==> src/rtl/sprite_pkg.sv <==
// Shared FSM encoding and default sprite layout for the texture ROM.
package sprite_pkg;

   typedef enum logic [1:0] {
      StIdle,
      StLoad,
      StStream,
      StDone
   } state_e;

   // Default layout: t-rex bytes first, obstacle bytes packed directly after
   localparam logic [9:0] TrexBase = 10'd0;
   localparam logic [6:0] TrexLen  = 7'd69;
   localparam logic [9:0] ObstBase = 10'd69;
   localparam logic [6:0] ObstLen  = 7'd43;

endpackage

==> src/rtl/sprite_fetch.sv <==
// Streams one sprite from an external combinational texture ROM to a display
// writer over a valid/ready channel, one byte per cycle, with column tags.
module sprite_fetch
   import sprite_pkg::*;
#(
   parameter logic [9:0] TREX_BASE = TrexBase,
   parameter logic [6:0] TREX_LEN  = TrexLen,
   parameter logic [9:0] OBST_BASE = ObstBase,
   parameter logic [6:0] OBST_LEN  = ObstLen
) (
   input  logic       clk,
   input  logic       rst_n,
   input  logic       start,
   input  logic       sprite_sel,
   input  logic [6:0] x_pos,
   input  logic       abort,
   output logic [9:0] rom_addr,
   input  logic [7:0] rom_data,
   output logic       out_valid,
   input  logic       out_ready,
   output logic [7:0] out_data,
   output logic [6:0] out_col,
   output logic       out_last,
   output logic       busy,
   output logic       done
);

   state_e     state_q, state_d;
   logic [9:0] base_q, base_d;
   logic [6:0] len_q, len_d;
   logic [6:0] xpos_q, xpos_d;
   logic [6:0] idx_q, idx_d;
   logic [7:0] data_q, data_d;
   logic [6:0] col_q, col_d;
   logic       valid_q, valid_d;
   logic       last_q, last_d;

   logic       hs;

   assign hs = valid_q & out_ready;

   // State register
   always_ff @(posedge clk or negedge rst_n) begin
      if (!rst_n) begin
         state_q <= StIdle;
      end else begin
         state_q <= state_d;
      end
   end

   // Next-state logic; abort wins over a coincident handshake
   always_comb begin
      state_d = state_q;
      unique case (state_q)
         StIdle:   if (start) state_d = StLoad;
         StLoad:   state_d = abort ? StIdle : StStream;
         StStream: begin
            if (abort) begin
               state_d = StIdle;
            end else if (hs && last_q) begin
               state_d = StDone;
            end
         end
         StDone:   state_d = StIdle;
         default:  state_d = StIdle;
      endcase
   end

   // Outputs decoded from state and the latched transfer context
   always_comb begin
      busy     = (state_q != StIdle);
      done     = (state_q == StDone);
      rom_addr = (state_q == StIdle) ? 10'd0 : base_q + {3'b000, idx_q};
   end

   // Datapath next-state: latch request, then walk the sprite one byte per handshake
   always_comb begin
      base_d  = base_q;
      len_d   = len_q;
      xpos_d  = xpos_q;
      idx_d   = idx_q;
      data_d  = data_q;
      col_d   = col_q;
      valid_d = valid_q;
      last_d  = last_q;
      unique case (state_q)
         StIdle: begin
            if (start) begin
               base_d = sprite_sel ? OBST_BASE : TREX_BASE;
               len_d  = sprite_sel ? OBST_LEN : TREX_LEN;
               xpos_d = x_pos;
               idx_d  = 7'd0;
            end
         end
         StLoad: begin
            if (abort) begin
               valid_d = 1'b0;
               last_d  = 1'b0;
            end else begin
               data_d  = rom_data;
               col_d   = xpos_q;
               idx_d   = 7'd1;
               valid_d = 1'b1;
               last_d  = (len_q == 7'd1);
            end
         end
         StStream: begin
            if (abort) begin
               valid_d = 1'b0;
               last_d  = 1'b0;
            end else if (hs) begin
               if (last_q) begin
                  valid_d = 1'b0;
                  last_d  = 1'b0;
               end else begin
                  data_d = rom_data;
                  col_d  = col_q + 7'd1;  // 7-bit wrap, no clipping
                  idx_d  = idx_q + 7'd1;
                  last_d = (idx_q == len_q - 7'd1);
               end
            end
         end
         default: ;
      endcase
   end

   // Datapath registers
   always_ff @(posedge clk or negedge rst_n) begin
      if (!rst_n) begin
         base_q  <= 10'd0;
         len_q   <= 7'd0;
         xpos_q  <= 7'd0;
         idx_q   <= 7'd0;
         data_q  <= 8'h00;
         col_q   <= 7'd0;
         valid_q <= 1'b0;
         last_q  <= 1'b0;
      end else begin
         base_q  <= base_d;
         len_q   <= len_d;
         xpos_q  <= xpos_d;
         idx_q   <= idx_d;
         data_q  <= data_d;
         col_q   <= col_d;
         valid_q <= valid_d;
         last_q  <= last_d;
      end
   end

   assign out_valid = valid_q;
   assign out_data  = data_q;
   assign out_col   = col_q;
   assign out_last  = last_q;

endmodule

==> config.mk <==
export PLATFORM = sky130hd
export DESIGN_NAME = sprite_fetch
export DESIGN_NICKNAME = d
export VERILOG_FILES = /design/src/rtl/sprite_pkg.sv /design/src/rtl/sprite_fetch.sv
export SDC_FILE = /design/constraint.sdc
export NUM_CORES = 1
export LEC_CHECK = 0
export CAP_MARGIN = 15
export CORE_MARGIN = 5
export CORE_UTILIZATION = 41
export CTS_CLUSTER_DIAMETER = 60
export DETAILED_ROUTE_END_ITERATION = 10
export GPL_TIMING_DRIVEN = 0
export HOLD_SLACK_MARGIN = 0.12
export PLACE_DENSITY = 0.68
export SLEW_MARGIN = 20
export SYNTH_ARGS = -nofsm -noshare
export SYNTH_HDL_FRONTEND = slang
export SYNTH_SLANG_ARGS = --single-unit
export TNS_END_PERCENT = 10
==> constraint.sdc <==
create_clock -name clk -period 4 [get_ports clk]
set_input_delay 1 -clock clk [delete_from_list [all_inputs] [get_ports clk]]
set_output_delay 1 -clock clk [all_outputs]
set_load 0.02 [all_outputs]
Word-level counts from Yosys, hierarchy flattened
Index checks and enable logic that the tools add are counted.

word-level totals
  register bits after elaboration = 50
  input bits = 21
  output and inout bits = 29
  word-level logic and storage cells = 72

operators by class
  add/sub/neg operators = 4
  equal/unequal tests = 13
  multiplexer cells = 34
  bitwise gates (word level) = 1
  reductions and logical operators = 11

operators with widths
  cell                 number
  $mux 7               11
  $mux 8               4
  $pmux 7 s3           1
  $pmux 8 s2           1
  $add 7x1->7 const B  2
  $pmux 7 s2           1
  $add 10x7->10        1
  $mux 10              1
  $ne 2x2->1 const B   5
  $ne 3x3->1 const B   3
  $mux 1               8
  $mux 2               4
  $pmux 2 s4           1
  $eq 7x1->1 const B   1
  $eq 7x7->1           1
  $sub 7x1->7 const B  1
  $reduce_and 2->1     3
  $reduce_and 6->1     1
  $reduce_and 5->1     1
  $eq 2x2->1 const B   2
  $pmux 1 s2           2
  $reduce_bool 2->1    2
  $reduce_and 3->1     1
  $reduce_bool 3->1    1
  4 further kinds      4

Depth between registers and ports, before layout
  word-level depth = 6
  gate-level depth with buffers = 8
  mapped depth without buffers = 7

Least setup slack after synthesis
Ideal clock, no wire load.

  kind = flip-flop to output port
  start point = register base_q[2]
  end point = output rom_addr[5]
  arrival = 1.649 ns
  path slack = 1.351 ns
  stages on the path, launching flop included = 5
  path buffers = 0
  cell sequence = dfrtp_1 ha_1 a31oi_1 or3_1 a21oi_1

on the way
  word-level cells in the longest chain between the ends = 2

RTL lines
  what                    line                 text
  from (decl)             sprite_fetch.sv:29   logic [9:0] base_q, base_d;
  from (signal assigned)  sprite_fetch.sv:139  base_q <= base_d;
  $add 10x7->10           sprite_fetch.sv:73   rom_addr = (state_q == StIdle) ? 10'd0 : base_q + {3'b000, idx_q};
  $mux 10                 sprite_fetch.sv:73
  to (decl)               sprite_fetch.sv:17   output logic [9:0] rom_addr,

No other way between the ends.

Worst setup path after layout
Ends and elaborated chain as after synthesis.

==> results.cfg <==
[critical_path]
cpPeakStageDelay_ns = 0.62
crit_path_max_fanout = 9
crit_path_end_kind = output port
path_class = flip-flop to output port
crit_chain = ha_1 > a31oi_1 > or3_1 > a21oi_1 > clkdlybuf4s50_1
worst-path-buf-inv = 1
cp_slowest_cell = clkdlybuf4s50_1
regToRegStartpoint = state_q[0]
cp_num_cells = 5
arrival_ns = 2.50
reg2reg_slack_ns = 2.18
reg2regPathDepth = 6
crit_family = buffers and inverters
critPathCapture = rom_addr[5]
worstPathRequired_ns = 3.00
r2r_end = idx_q[6]
startpoint = base_q[2]
worst_setup_path_start_kind = flip-flop

[clock_tree]
cts_inserted_buffers = 5
clk_latency_ns = 0.29
postCtsResizedCells = 0
cts_sinks = 36
cts_tree = done
clk_pin_slew_ns = 0.08
cts_hold_buf = 0
cts.repair_timing.setup_buffer_count = 0
cts-root-buf = clkbuf_8
ctsHtreeMaxLevel = 2
clockBufferDepth = 2

[yosys]
ys_top_cells_by_count = dfrtp_1 (36), ha_1 (14), nand2_1 (14), nor2_1 (14), o21ai_0 (14)
ys.flop_type = dfrtp_1
synth_cells = 216
synth_cell_types = 46
yosys_register_bits = 36
ys.warnings.count = 0
synthesis.area_um2 = 2180
synth-edff-count = 0
ys_seq_area_frac = 0.414
synth_area_leaders = dfrtp_1 (41%), ha_1 (8.0%), mux2_2 (5.2%)
netlist.top_cell.by_area = dfrtp_1
yosysMostFrequentCell = dfrtp_1
async_flop_share = 1.00
synth_top_area_frac = 0.414
postSynthAreaPerCell_um2 = 10.1

[hold_path]
worstHoldStart = out_data[7]
min_path_cells = 1
hp-class = flip-flop to flip-flop

[final_layout]
fillCellCount = 518
final_util = 0.555
drive_above_1_share = 0.168
multi_input_area_um2 = 1170
register_area_um2 = 901
antenna_cells = 0
syn2layout_area_growth_pct = 30.8
finalNetCount = 307

[placed_design]
portBuffers = 47
dp_hpwl_mm = 3.63
pre_cts_slack_ns = 0.800
place_congestion = 0.766

[run_status]
status = finished, final reports clean

[power_and_ir_drop]
power.switching_mw = 0.905
comb_power_share = 0.575
powerDensity_nw_per_um2 = 763
power_leakage_nw = 1.22
p_sw_frac = 0.416
ir_drop_mv = 0.410
seq_power_share = 0.306
p_clk_frac = 0.119
p_int_mw = 1.27

[drt]
drtAntennaViolNets = 0
drt-total-wl_mm = 4.78
drt_first_pass_iters = 4
wl_per_cell_um = 13.9
vias = 1748
remaining_drc_errors = 0
vias_per_cell = 5.10
drt_iter0_markers = 99

[sta]
setup_total_negative_slack_ns = 0
finalCriticalPeriod_ns = 3.50
hold_ws_ns = 0.506
setup_violations = 0
layout_setup_ws_ns = 0.502
slew_viol_final = 0
finalCritPeriodShare = 0.874
finalHoldViolations = 0
fmax_ghz = 0.286
clock-skew-final_ns = 0.0110
rsz0062_at_grt = no

[floorplan]
die_y_um = 82.9
coreArea_um2 = 5140
start_util = 0.424
io_pins = 50
die_w_um = 82.9
die-area_um2 = 6870
rows = 26

[global_route]
grt-ovfl-total = 0
first_global_vias = 1759
grt_antenna_before_repair = 0
grt_max_degree = 20
grt_usage = 0.146
grt_first_pass_wirelength_mm = 8.30

[job]
cap_violations = 0
==> worst min-delay path by stage <==
| stage | endpoint |
|---|---|
| 5_1_grt | out_data[0] |
| 2_1_floorplan | xpos_q[1] |
| 6_report | out_data[7] |
| 3_3_place_gp | out_data[6] |
| 3_5_place_dp | out_data[6] |
| 4_1_cts | out_data[7] |
==> cell type report <==
type | instances | share of cell area
plain buffers | 12 | 0.0277
clock buffers | 5 | 0.0241
clock inverters | 3 | 0.00658
inverters | 9 | 0.0119
multi-input cells | 160 | 0.410
flip-flops and latches | 36 | 0.316
well taps | 70 | 0.0307
repair buffers | 48 | 0.173
==> logic make-up after synthesis <==
logic type               count (synthesis)  share of synthesized area
AO/OA/AOI/OAI                           53                      0.165
XOR/XNOR                                 7                     0.0281
adder cells (fa/ha/maj)                 14                     0.0804
buffers and inverters                   21                     0.0517
flip-flops                              36                      0.414
multiplexers                            17                     0.0976
other                                    1                    0.00172
AND/OR/NAND/NOR                         67                      0.162
==> stage by stage <==
| step | instances | power (mW) | instance area (µm²) |
|---|---|---|---|
| 3_5_place_dp | 335 | 1.93 | 2760 |
| 6_report | 343 | 2.17 | 2850 |
| 4_1_cts | 343 | 2.20 | 2850 |
| 2_1_floorplan | 217 | 1.50 | 2180 |
| 3_3_place_gp | 334 | 1.91 | 2740 |
| 5_1_grt | 343 | 2.35 | 2850 |
==> sequential cells by signal (all words and copies together) (netlist names) <==
signal and flops:
idx_q 7, len_q 2, out_valid 1, state_q 2, base_q 1, xpos_q 7, out_data 8, out_last 1
out_col 7
==> routing by layer <==
layer / part of all wire / GRT usage
met1: 0.46 / 0.189
met2: 0.47 / 0.241
met3: 0.054 / 0.0406
met4: 0.0088 / 0.0342
met5: 0 / 0
==> power by group through the flow <==
stage                     Clock [mW]  Sequential [mW]  Combinational, mW
final                          0.258            0.666               1.25
after global routing           0.284            0.695               1.37
after CTS                      0.268            0.666               1.27
after detailed placement           0            0.673               1.26
after global placement             0            0.667               1.24
after floorplan                    0            0.746              0.751
==> cells in the final DEF (no fill, tap or decap), types with 2 or more instances in the layout <==
cell type	netlist	final
clkdlybuf4s50_1	0	46
dfrtp_1	36	36
nor2_1	14	14
nand2_1	14	14
o21ai_0	14	14
ha_1	14	14
nand3_1	12	12
mux2_2	10	10
a21oi_1	9	9
nor2b_1	9	9
inv_1	8	8
buf_2	6	7
a31oi_1	7	7
mux2_4	6	6
o22a_1	5	5
clkbuf_8	0	5
xor2_1	4	4
o31ai_1	4	4
a21oi_2	4	4
xnor2_1	3	3
and3_1	3	3
buf_4	3	3
nand2b_1	3	3
nor3_1	3	3
buf_6	2	2
conb_1	1	2
clkinv_2	0	2
No activity file was read; power rests on OpenSTA's default activity.
